$ cat config.mk
export PLATFORM = sky130hd
export DESIGN_NAME = mem_arbiter
export DESIGN_NICKNAME = d
export VERILOG_FILES = /design/src/rtl/mem_arbiter_pkg.sv /design/src/rtl/arb_req_latch.sv /design/src/rtl/mem_arbiter.sv
export SDC_FILE = /design/constraint.sdc
export NUM_CORES = 1
export LEC_CHECK = 0
export CAP_MARGIN = 40
export CORE_MARGIN = 2
export CORE_UTILIZATION = 43
export CTS_CLUSTER_SIZE = 8
export DETAILED_ROUTE_END_ITERATION = 6
export GPL_ROUTABILITY_DRIVEN = 0
export PLACE_DENSITY = 0.87
export SLEW_MARGIN = 5
export SYNTH_ARGS = -nofsm -noshare
export SYNTH_HDL_FRONTEND = slang
export SYNTH_HIERARCHICAL = 1
export SYNTH_SLANG_ARGS = --single-unit
$ cat constraint.sdc
create_clock -name clk -period 3 [get_ports clk]
set_input_delay 0.75 -clock clk [delete_from_list [all_inputs] [get_ports clk]]
set_output_delay 0.75 -clock clk [all_outputs]
set_load 0.01 [all_outputs]
$ cat src/rtl/mem_arbiter_pkg.sv
// Shared cpu definitions for the memory arbiter.
// State encoding and port-select constants.
package mem_arbiter_pkg;

  typedef enum logic [1:0] {
    IDLE = 2'd0,
    ADDR = 2'd1,
    DATA = 2'd2
  } arb_state_e;

  localparam logic PORT_INST = 1'b0;
  localparam logic PORT_DATA = 1'b1;

endpackage

$ cat src/rtl/arb_req_latch.sv
// Holds the fields of the granted request for the
// lifetime of the single outstanding transaction.
module arb_req_latch (
  input  logic        clk,
  input  logic        rst,
  input  logic        load_i,
  input  logic        port_i,
  input  logic        wr_i,
  input  logic [3:0]  wstrb_i,
  input  logic [31:0] addr_i,
  input  logic [31:0] wdata_i,
  output logic        port_o,
  output logic        wr_o,
  output logic [3:0]  wstrb_o,
  output logic [31:0] addr_o,
  output logic [31:0] wdata_o
);

  logic        port_q, port_d;
  logic        wr_q, wr_d;
  logic [3:0]  wstrb_q, wstrb_d;
  logic [31:0] addr_q, addr_d;
  logic [31:0] wdata_q, wdata_d;

  always_comb begin
    port_d  = port_q;
    wr_d    = wr_q;
    wstrb_d = wstrb_q;
    addr_d  = addr_q;
    wdata_d = wdata_q;
    if (load_i) begin
      port_d  = port_i;
      wr_d    = wr_i;
      wstrb_d = wstrb_i;
      addr_d  = addr_i;
      wdata_d = wdata_i;
    end
  end

  always_ff @(posedge clk or posedge rst) begin
    if (rst) begin
      port_q  <= 1'b0;
      wr_q    <= 1'b0;
      wstrb_q <= 4'h0;
      addr_q  <= 32'h0;
      wdata_q <= 32'h0;
    end else begin
      port_q  <= port_d;
      wr_q    <= wr_d;
      wstrb_q <= wstrb_d;
      addr_q  <= addr_d;
      wdata_q <= wdata_d;
    end
  end

  assign port_o  = port_q;
  assign wr_o    = wr_q;
  assign wstrb_o = wstrb_q;
  assign addr_o  = addr_q;
  assign wdata_o = wdata_q;

endmodule

$ cat src/rtl/mem_arbiter.sv
// Arbitrates fetch and memory-stage ports onto one
// memory bus, one transaction in flight at a time.
module mem_arbiter #(
  parameter int DATA_PRIO = 1
) (
  input  logic        clk,
  input  logic        rst,
  input  logic        inst_req,
  input  logic [31:0] inst_addr,
  output logic [31:0] inst_rdata,
  output logic        inst_ok,
  input  logic        data_req,
  input  logic        data_wr,
  input  logic [3:0]  data_wstrb,
  input  logic [31:0] data_addr,
  input  logic [31:0] data_wdata,
  output logic [31:0] data_rdata,
  output logic        data_ok,
  output logic        mem_req,
  output logic        mem_wr,
  output logic [3:0]  mem_wstrb,
  output logic [31:0] mem_addr,
  output logic [31:0] mem_wdata,
  input  logic        mem_addr_ok,
  input  logic        mem_data_ok,
  input  logic [31:0] mem_rdata,
  output logic        i_stall,
  output logic        d_stall,
  output logic        longest_stall
);

  import mem_arbiter_pkg::*;

  arb_state_e  state_q, state_d;
  logic        inst_done_q, inst_done_d;
  logic        data_done_q, data_done_d;
  logic        inst_ok_q, inst_ok_d;
  logic        data_ok_q, data_ok_d;
  logic [31:0] inst_rdata_q, inst_rdata_d;
  logic [31:0] data_rdata_q, data_rdata_d;

  logic        inst_go, data_go;
  logic        sel_data, grant, complete;
  logic        req_wr;
  logic [3:0]  req_wstrb;
  logic [31:0] req_addr, req_wdata;
  logic        lat_port, lat_wr;
  logic [3:0]  lat_wstrb;
  logic [31:0] lat_addr, lat_wdata;

  // Stalls are masked in reset so the hazard unit never sees stale requests.
  assign i_stall = ~rst & inst_req & ~inst_done_q & ~inst_ok_q;
  assign d_stall = ~rst & data_req & ~data_done_q & ~data_ok_q;
  assign longest_stall = i_stall | d_stall;

  always_comb begin
    inst_go   = inst_req & ~inst_done_q;
    data_go   = data_req & ~data_done_q;
    sel_data  = data_go & ((DATA_PRIO != 0) | ~inst_go);
    grant     = (state_q == IDLE) & (inst_go | data_go);
    req_wr    = sel_data & data_wr;
    req_wstrb = sel_data ? data_wstrb : 4'h0;
    req_addr  = sel_data ? data_addr : inst_addr;
    req_wdata = sel_data ? data_wdata : 32'h0;
  end

  arb_req_latch u_req_latch (
    .clk     (clk),
    .rst     (rst),
    .load_i  (grant),
    .port_i  (sel_data ? PORT_DATA : PORT_INST),
    .wr_i    (req_wr),
    .wstrb_i (req_wstrb),
    .addr_i  (req_addr),
    .wdata_i (req_wdata),
    .port_o  (lat_port),
    .wr_o    (lat_wr),
    .wstrb_o (lat_wstrb),
    .addr_o  (lat_addr),
    .wdata_o (lat_wdata)
  );

  always_comb begin
    state_d  = state_q;
    complete = 1'b0;
    unique case (state_q)
      IDLE: begin
        if (grant) state_d = ADDR;
      end
      ADDR: begin
        if (mem_addr_ok) begin
          if (mem_data_ok) begin
            complete = 1'b1;
            state_d  = IDLE;
          end else begin
            state_d = DATA;
          end
        end
      end
      DATA: begin
        if (mem_data_ok) begin
          complete = 1'b1;
          state_d  = IDLE;
        end
      end
      default: state_d = IDLE;
    endcase
  end

  always_comb begin
    inst_ok_d    = complete & (lat_port == PORT_INST);
    data_ok_d    = complete & (lat_port == PORT_DATA);
    inst_rdata_d = inst_ok_d ? mem_rdata : inst_rdata_q;
    data_rdata_d = (data_ok_d & ~lat_wr) ? mem_rdata : data_rdata_q;
    // Done flags hold off reissue until the whole pipeline unfreezes.
    inst_done_d  = longest_stall ? inst_done_q : 1'b0;
    data_done_d  = longest_stall ? data_done_q : 1'b0;
    if (inst_ok_d) inst_done_d = 1'b1;
    if (data_ok_d) data_done_d = 1'b1;
  end

  always_ff @(posedge clk or posedge rst) begin
    if (rst) begin
      state_q      <= IDLE;
      inst_done_q  <= 1'b0;
      data_done_q  <= 1'b0;
      inst_ok_q    <= 1'b0;
      data_ok_q    <= 1'b0;
      inst_rdata_q <= 32'h0;
      data_rdata_q <= 32'h0;
    end else begin
      state_q      <= state_d;
      inst_done_q  <= inst_done_d;
      data_done_q  <= data_done_d;
      inst_ok_q    <= inst_ok_d;
      data_ok_q    <= data_ok_d;
      inst_rdata_q <= inst_rdata_d;
      data_rdata_q <= data_rdata_d;
    end
  end

  assign mem_req    = (state_q == ADDR);
  assign mem_wr     = lat_wr;
  assign mem_wstrb  = lat_wstrb;
  assign mem_addr   = lat_addr;
  assign mem_wdata  = lat_wdata;
  assign inst_ok    = inst_ok_q;
  assign data_ok    = data_ok_q;
  assign inst_rdata = inst_rdata_q;
  assign data_rdata = data_rdata_q;

endmodule

==> results of run 1 <==
[flip-flops by register name, indices dropped and copies added (netlist names)]
| name | count |
|---|---|
| u_req_latch/wdata_o | 32 |
| inst_rdata | 32 |
| data_done_q | 1 |
| data_rdata | 32 |
| inst_ok | 1 |
| u_req_latch/port_o | 1 |
| data_ok | 1 |
| u_req_latch/wr_o | 1 |
| u_req_latch/addr_o | 32 |
| u_req_latch/wstrb_o | 4 |
| state_q | 2 |
| inst_done_q | 1 |
[worst max-delay path, cell delays in order]
cell	delay (ns)
clkdlybuf4s50_1	0.58
nor3_2	0.09
or2_2	0.30
clkdlybuf4s50_1	0.48
[how the worst max path moves through the flow]
stage	to	slack (ns)	cells after the start
floorplan	data_done_q	0.48	1
global placement	longest_stall	-0.01	5
detailed placement	longest_stall	-0.06	5
CTS	longest_stall	0.03	5
global route	longest_stall	0.01	4
finish	longest_stall	0.05	4
[through the flow]
step	hold WS (ns)	std cells	worst slack, ns	utilization, %	total power, W
final	0.481	945	0.0531	68.2	0.0100
after global routing	0.519	945	0.0140	68.2	0.0105
after CTS	0.487	945	0.0329	68.1	0.0101
after detailed placement	0.474	913	-0.0578	64.1	0.00799
after global placement	0.458	913	-0.0105	64.1	0.00783
after floorplan	0.441	463	0.482	-	0.00577
[routing by layer]
layer | vias to the layer above | wire length (um) | GRT usage [%]
li1 | 2128 | - | -
met1 | 2211 | 6460 | 24.8
met2 | 221 | 8240 | 35.2
met3 | 24 | 1840 | 10.7
met4 | 0 | 342 | 8.37
met5 | - | 0 | 0
[layout make-up]
type                       instances  share of cell area (%)
inverter                           7                   0.266
sequential                       140                    35.5
timing repair buffer             291                    29.6
clock buffer                      20                    4.52
multi-input combinational        291                    26.4
tap                              184                    2.33
clock inverter                    12                    1.38
[power by group through the flow]
stage	Clock (W)	Sequential, W	Combinational [W]
after CTS	0.00211	0.00328	0.00474
after floorplan	0	0.00362	0.00215
after global routing	0.00219	0.00339	0.00496
after global placement	0	0.00324	0.00459
final	0.00205	0.00328	0.00470
after detailed placement	0	0.00329	0.00470
[repair_timing]
item	CTS	global route
setup endpoints to repair	2	2
hold endpoints to repair	0	0
gates resized for setup	1	2
[layout by cell type, fill, tap and decap left out]
cell type	n
a21oi_2	1
clkbuf_16	17
or4bb_1	1
a211o_1	1
nor4b_4	1
mux2_1	2
and4_1	1
ha_1	3
nor2_1	1
dfrtp_1	140
a22o_1	2
clkinv_4	2
nand2b_1	2
clkbuf_1	2
clkbuf_8	1
nor3_2	1
clkinv_2	2
inv_6	3
inv_1	4
clkdlybuf4s50_1	277
a21boi_4	1
o22a_1	1
a21o_1	1
and2_1	38
inv_2	3
mux2_2	62
or2_2	1
mux2_4	70
nor3_4	2
clkinvlp_4	3
buf_12	4
bufinv_16	2
a31oi_1	1
a222oi_1	1
buf_4	10
nand2_1	97
[cell families after synthesis]
| kind of cell | synth area share (%) |
|---|---|
| flops | 55.1 |
| simple gates | 10.9 |
| compound gates | 1.18 |
| mux | 27.9 |
| buf+inv | 4.33 |
| fa+ha+maj | 0.590 |
==> impl_metrics.toml, run 1 <==
[run_status]
outcome = "completed"

[global_route]
overflow = 0
grt_pass1_wl_mm = 26.9
grt_max_degree = 47
grt_usage_pct = 21.7
grt_pass1_vias = 5078
antenna_found_initial = 0

[timing]
fin_crit_ns = 2.95
final_max_slew_viol_count = 0
tns_ns = 0
finalSetupViolCount = 0
slew_headroom_pct = 62.9
worst_slew_pin_slew_ns = 0.555
hold_viol = 0
fmax_ghz = 0.339
skew_ns = 0.00899
finalCritPeriodShare_pct = 98.2
rsz0062_at_grt = "no"

[final_layout]
num_antenna_cells = 0
final-seq-area_sq_um = 3500
synthToLayoutAreaGrowth_pct = 55.4
fillers = 963
final_area_sq_um = 9880
multiInputGateArea_sq_um = 2610
layout.nets = 890
drive_gt1_share_pct = 24.4

[flow_run]
max-cap-violations = 0

[floorplanning]
coreArea_sq_um = 14500
initial_core_util_pct = 43.9
die_x_um = 126
num_io_pins = 278
dieArea_sq_um = 15800
core.rowCount = 44
fp.dieH_um = 126

[critical_path]
critPathLaunch = "rst"
crit_fanout = 3
rr_worst_depth = 5
reg2reg_to = "u_req_latch/addr_o[25]"
cp.required_ns = 2.25
critPathLaunchType = "primary input"
path_class = "primary input to primary output"
cp_data_arrival_time_ns = 2.20
r2r-start = "data_done_q"
cp-end-kind = "primary output"
r2r_setup_slack_ns = 0.96

[drt]
vias = 4584
ant_nets = 0
drcViolationCount = 0
routedWlPerCell_um = 17.9
dr.pass1.iters = 4
drtIter0Drc = 170
viasPerCell = 4.85
wl_mm = 16.9

[clocking]
cts_hold_buf = 0
post_cts_buffers = 0
h-tree-depth = 4
cts_root_buf = "clkbuf_16"
clockBufferDepth = 2
cts_tree = "built"
clk_latency_ns = 0.42
clock-sinks = 140
numCtsBuffers = 17
path_clk_slew_ns = 0.06

[place]
io_buffer_count = 277
placed_cell_area_sq_um = 9280
hpwl_mm = 12.3

[yosys]
seq_area_frac_synth_pct = 55.1
synth_top_area_share_pct = 55.1
syn_area_sq_um = 6360
synth_area_leaders = "dfrtp_1 (55%), mux2_4 (17%), mux2_2 (11%), nand2_1 (5.7%), and2_1 (3.7%)"
ys_ff_latch = 140
syn_nets = 605
ys_async_sr_fraction_pct = 100
yosysWarningCount = 6
yosysMostFrequentCell = "dfrtp_1"
syn-instance-count = 463
postSynthAreaPerCell_sq_um = 13.7
yosysUniqueCellTypes = 30
synth_common_cells = "dfrtp_1 (140), nand2_1 (97), mux2_4 (70)"
yosysTopAreaCell = "dfrtp_1"
synth-edff-count = 0
ys.flop_type = "dfrtp_1"

[min_path]
hold_start = "inst_rdata[15]"
worstHoldEndpoint = "inst_rdata[15]"
hold_path_class = "flip-flop to flip-flop"
hold_depth = 1

[pwr]
leakage_nw = 4.49
combPwrFrac_pct = 46.9
p_per_area_nw_per_um2 = 1020
p_int_w = 0.00697
pwr-share-seq_pct = 32.7
swShare_pct = 30.5
p_switching_w = 0.00306
vdd.ir_drop.worst_mv = 0.645
clkPwrFrac_pct = 20.5
No activity file was read; power rests on OpenSTA's default activity.
==> run 2: changes to the inputs <==
==> constraint.sdc (replaced) <==
create_clock -name clk -period 3.25 [get_ports clk]
set_input_delay 0.8125 -clock clk [delete_from_list [all_inputs] [get_ports clk]]
set_output_delay 0.8125 -clock clk [all_outputs]
set_load 0.01 [all_outputs]
==> run 2 against run 1 <==
Against the previous run:
- cell count is 0.32% lower
- largest cell class unchanged
- sequential share of layout area increased by 0.081 points
- register-to-register slack better by 0.15 ns
- via count up 1.2%
- combinational power fell by 7.9%
- non-clock buffer count shrank 3
- first-iteration DRC count rose by 1.8%
- setup slack gained 0.10 ns
- sequential cell count unchanged
- critical path type unchanged
- die area did not move
- total power decreased by 7.0%
- largest power group unchanged
==> impl_metrics.toml, run 2 (same netlist as run 1, synthesis figures left out) <==
[run_status]
outcome = "completed"

[pwr]
combPwrFrac_pct = 46.4
vdd.ir_drop.worst_mv = 0.581
power_w = 0.00933
clkPwrFrac_pct = 21.1
p_int_w = 0.00645
leakage_nw = 4.50
pwr-share-seq_pct = 32.5
p_switching_w = 0.00287
p_per_area_nw_per_um2 = 946
swShare_pct = 30.8

[timing]
rsz0062_at_grt = "no"
skew_ns = 0.0116
slew_headroom_pct = 63.9
fin_crit_ns = 3.09
tns_ns = 0
fmax_ghz = 0.323
finalCritPeriodShare_pct = 95.2
worst_slew_pin_slew_ns = 0.541
hold_viol = 0
finalSetupViolCount = 0
final_max_slew_viol_count = 0

[critical_path]
r2r_setup_slack_ns = 1.11
cp-end-kind = "primary output"
cp_slowest_cell = "clkdlybuf4s50_1"
critPathLaunchType = "primary input"
path_cells = "clkdlybuf4s50_1 > nor3_1 > buf_4 > clkdlybuf4s50_1"
path_class = "primary input to primary output"
cp.required_ns = 2.44
timing.critical_path.mode_cell = "clkdlybuf4s50_1"
r2r-start = "state_q[1]"
crit_path_max_incr_delay_ns = 0.54
cp_top_family = "buffers and inverters"
path_buf_inv = 3
crit_fanout = 4
cp_data_arrival_time_ns = 2.28
reg2reg_to = "data_rdata[4]"
rr_worst_depth = 6

[clocking]
h-tree-depth = 4
path_clk_slew_ns = 0.06
numCtsBuffers = 17
cts_hold_buf = 0
cts_root_buf = "clkbuf_16"
clk_latency_ns = 0.42
clock-sinks = 140
cts_tree = "built"
post_cts_buffers = 0
clockBufferDepth = 2

[final_layout]
synthToLayoutAreaGrowth_pct = 55.0
num_antenna_cells = 0
drive_gt1_share_pct = 24.3
final_common_cell = "clkdlybuf4s50_1"
layout.cells.non_filler = 942
layout_common_cells = "clkdlybuf4s50_1 (277), dfrtp_1 (140), nand2_1 (97)"
layout.nets = 887
fillers = 933
final_area_sq_um = 9850
final-seq-area_sq_um = 3500
multiInputGateArea_sq_um = 2590

[drt]
dr.pass1.iters = 4
drcViolationCount = 0
ant_nets = 0
wl_mm = 17.1
vias = 4640
drtIter0Drc = 173
viasPerCell = 4.93
routedWlPerCell_um = 18.2

[floorplanning]
initial_core_util_pct = 43.9
fp.dieH_um = 126
coreArea_sq_um = 14500
dieArea_sq_um = 15800
num_io_pins = 278
die_x_um = 126
core.rowCount = 44

[global_route]
grt_max_degree = 71
grt_pass1_vias = 5191
overflow = 0
antenna_found_initial = 0
grt_pass1_wl_mm = 27.4
grt_usage_pct = 22.1

[min_path]
hold_path_class = "flip-flop to flip-flop"
worstHoldEndpoint = "inst_done_q"
hold_start = "inst_done_q"
hold_depth = 1

[place]
placed_cell_area_sq_um = 9240
io_buffer_count = 277
dp_cells = 910
hpwl_mm = 12.2

[flow_run]
max-cap-violations = 0
run 2: cell count changes in the layout (fill, tap and decap cells not counted), sizes merged:
cell / delta
buf: -3
clkbuf: -1
inv: +3
clkinvlp: -2
run 2: final cells by class:
cell class              instances  area share (%)
repair buffers                288            29.4
clock inverters                13            1.56
inverters                       7           0.267
flip-flops and latches        140            35.6
multi-input cells             291            26.3
clock buffers                  19            4.60
well taps                     184            2.34
run 2: power groups by stage:
stage	clock (W)	combinational, W	sequential [W]
floorplan	0	0.00199	0.00334
global placement	0	0.00423	0.00298
detailed placement	0	0.00433	0.00304
CTS	0.00201	0.00438	0.00304
global route	0.00209	0.00458	0.00312
finish	0.00196	0.00433	0.00303
run 2: how the worst max path moves through the flow:
stage                   from            end  slack, ns  cells past startpoint
floorplan                rst    data_done_q       0.67                      1
global placement    data_req  longest_stall        0.1                      5
detailed placement  data_req  longest_stall       0.11                      5
CTS                 data_req  longest_stall       0.08                      5
global route             rst        i_stall       0.08                      4
finish                   rst        i_stall       0.16                      4
run 2: repair_timing:
action / 4_1_cts / 5_1_grt
gates resized for setup: 0 / 1
endpoints found under the hold margin: 0 / 0
endpoints found under the setup margin: 0 / 1
run 2: per-layer routing:
layer  routed length [um]  GRT usage, %  vias up
met1                 6490          24.3     2278
li1                     -             -     2122
met5                    0             0        -
met2                 8550          37.7      214
met4                  288          7.45        0
met3                 1820          10.5       26
run 2: per-stage QoR:
stage / hold WS (ns) / util [%] / setup slack, ns
after floorplan: 0.441 / - / 0.669
after global placement: 0.460 / 63.8 / 0.0953
after detailed placement: 0.475 / 63.8 / 0.108
after CTS: 0.492 / 68.0 / 0.0824
after global routing: 0.510 / 68.1 / 0.0769
final: 0.490 / 68.1 / 0.155
==> run 3: changes to the inputs <==
--- a/config.mk
+++ b/config.mk
@@ -6,7 +6,7 @@
 export NUM_CORES = 1
 export LEC_CHECK = 0
 export CAP_MARGIN = 40
-export CORE_MARGIN = 2
+export CORE_MARGIN = 4
 export CORE_UTILIZATION = 43
 export CTS_CLUSTER_SIZE = 8
 export DETAILED_ROUTE_END_ITERATION = 6
==> run 3 against run 2 <==
Against the previous run:
- maximum frequency down 1.7%
- first-iteration DRC count down 21%
- total power up 1.4%
- die area up 6.5%
- count of clock-buffer cells in the layout unchanged
- final area up 0.74%
- register-to-register slack better by 0.06 ns
- largest cell class unchanged
- combinational power up 0.9%
- sequential share of layout area down 0.26 points
- clock skew down 0.0026 ns
==> impl_metrics.toml, run 3 (same netlist as run 1, synthesis figures left out) <==
[global_route]
grt_usage_pct = 21.4
grt_max_degree = 69
overflow = 0
antenna_found_initial = 0
grt_pass1_wl_mm = 27.8
grt_pass1_vias = 5212

[timing]
skew_ns = 0.00896
hold_viol = 0
slew_headroom_pct = 60.4
fin_crit_ns = 3.15
fmax_ghz = 0.318
tns_ns = 0
finalCritPeriodShare_pct = 96.9
final_max_slew_viol_count = 0
finalWorstSetupSlack_ns = 0.101
rsz0062_at_grt = "no"
worst_slew_pin_slew_ns = 0.594
finalSetupViolCount = 0

[drt]
wl_mm = 17.8
ant_nets = 0
routedWlPerCell_um = 18.9
drtIter0Drc = 137
dr.pass1.iters = 5
drcViolationCount = 0
viasPerCell = 4.88
vias = 4604

[critical_path]
path_buf_inv = 2
path_cells = "clkdlybuf4s50_1 > nor3_1 > or2_2 > clkdlybuf4s50_1"
critPathLaunchType = "primary input"
timing.critical_path.mode_cell = "clkdlybuf4s50_1"
path_class = "primary input to primary output"
cp_data_arrival_time_ns = 2.34
cp_top_family = "buffers and inverters"
crit_fanout = 4
cp-end-kind = "primary output"
cp_slowest_cell = "clkdlybuf4s50_1"
cp.required_ns = 2.44
crit_path_max_incr_delay_ns = 0.55

[clocking]
cts_resized = 0
post_cts_buffers = 0
h-tree-depth = 4
path_clk_slew_ns = 0.06
numCtsBuffers = 17
clk_latency_ns = 0.41
cts_root_buf = "clkbuf_16"
cts_tree = "built"
cts_hold_buf = 0
clock-sinks = 140
clockBufferDepth = 2

[final_layout]
final_common_cell = "clkdlybuf4s50_1"
layout.nets = 889
drive_gt1_share_pct = 24.3
num_antenna_cells = 0
layout_common_cells = "clkdlybuf4s50_1 (277), dfrtp_1 (140), nand2_1 (97)"
synthToLayoutAreaGrowth_pct = 56.2

[pwr]
vdd.ir_drop.worst_mv = 0.567
p_per_area_nw_per_um2 = 952
leakage_nw = 4.52
power_w = 0.00945

[floorplanning]
initial_core_util_pct = 43.7
coreArea_sq_um = 14500
core.rowCount = 44
num_io_pins = 278
fp.dieH_um = 130
dieArea_sq_um = 16800
die_x_um = 130

[flow_run]
max-cap-violations = 0

[run_status]
outcome = "completed"

[min_path]
hold_path_class = "flip-flop to flip-flop"

[place]
dpl_worst_slack_ns = 0.145
io_buffer_count = 277
hpwl_mm = 13.1
[run 3: final timing paths]
| kind | start | to | slack (ns) | depth (start not counted) |
|---|---|---|---|---|
| hold reg to reg | inst_rdata[24] | inst_rdata[24] | 0.50 | 1 |
| setup reg to reg | state_q[1] | data_rdata[3] | 1.17 | 6 |
| hold / removal | inst_rdata[24] | inst_rdata[24] | 0.50 | 1 |
| max in group asynchronous | rst | data_rdata[27] | 1.81 | 3 |
| min in group asynchronous | rst | u_req_latch/port_o | 0.77 | 2 |
| setup / recovery | rst | longest_stall | 0.10 | 4 |
[run 3: routing by layer]
layer  vias up  part of all wire, %  GRT usage [%]
met5         -                    0              0
met4         0                  1.6           7.21
met3        26                   12           9.56
met2       212                   48           35.6
met1      2237                   38           24.8
li1       2129                    -              -
[run 3: power by group]
group | total [W] | switching [W] | internal [W]
combinational | 0.00437 | 0.00162 | 0.00275
sequential | 0.00303 | 0.000482 | 0.00255
clock | 0.00205 | 0.000776 | 0.00127
[run 3: per-stage QoR]
step | cells | hold WS [ns] | area, sq um | util, %
after floorplan | 463 | 0.441 | 6360 | -
after global placement | 911 | 0.462 | 9280 | 63.8
after detailed placement | 912 | 0.479 | 9300 | 64.0
after CTS | 944 | 0.508 | 9930 | 68.3
after global routing | 944 | 0.518 | 9930 | 68.3
final | 944 | 0.505 | 9930 | 68.3
[run 3: layout make-up]
| class | instances | area (sq um) |
|---|---|---|
| tap | 184 | 230 |
| multi-input combinational | 291 | 2590 |
| sequential | 140 | 3500 |
| clock inverter | 13 | 179 |
| timing repair buffer | 290 | 2950 |
| clock buffer | 19 | 453 |
| inverter | 7 | 26.3 |
| fill | 992 | 4610 |
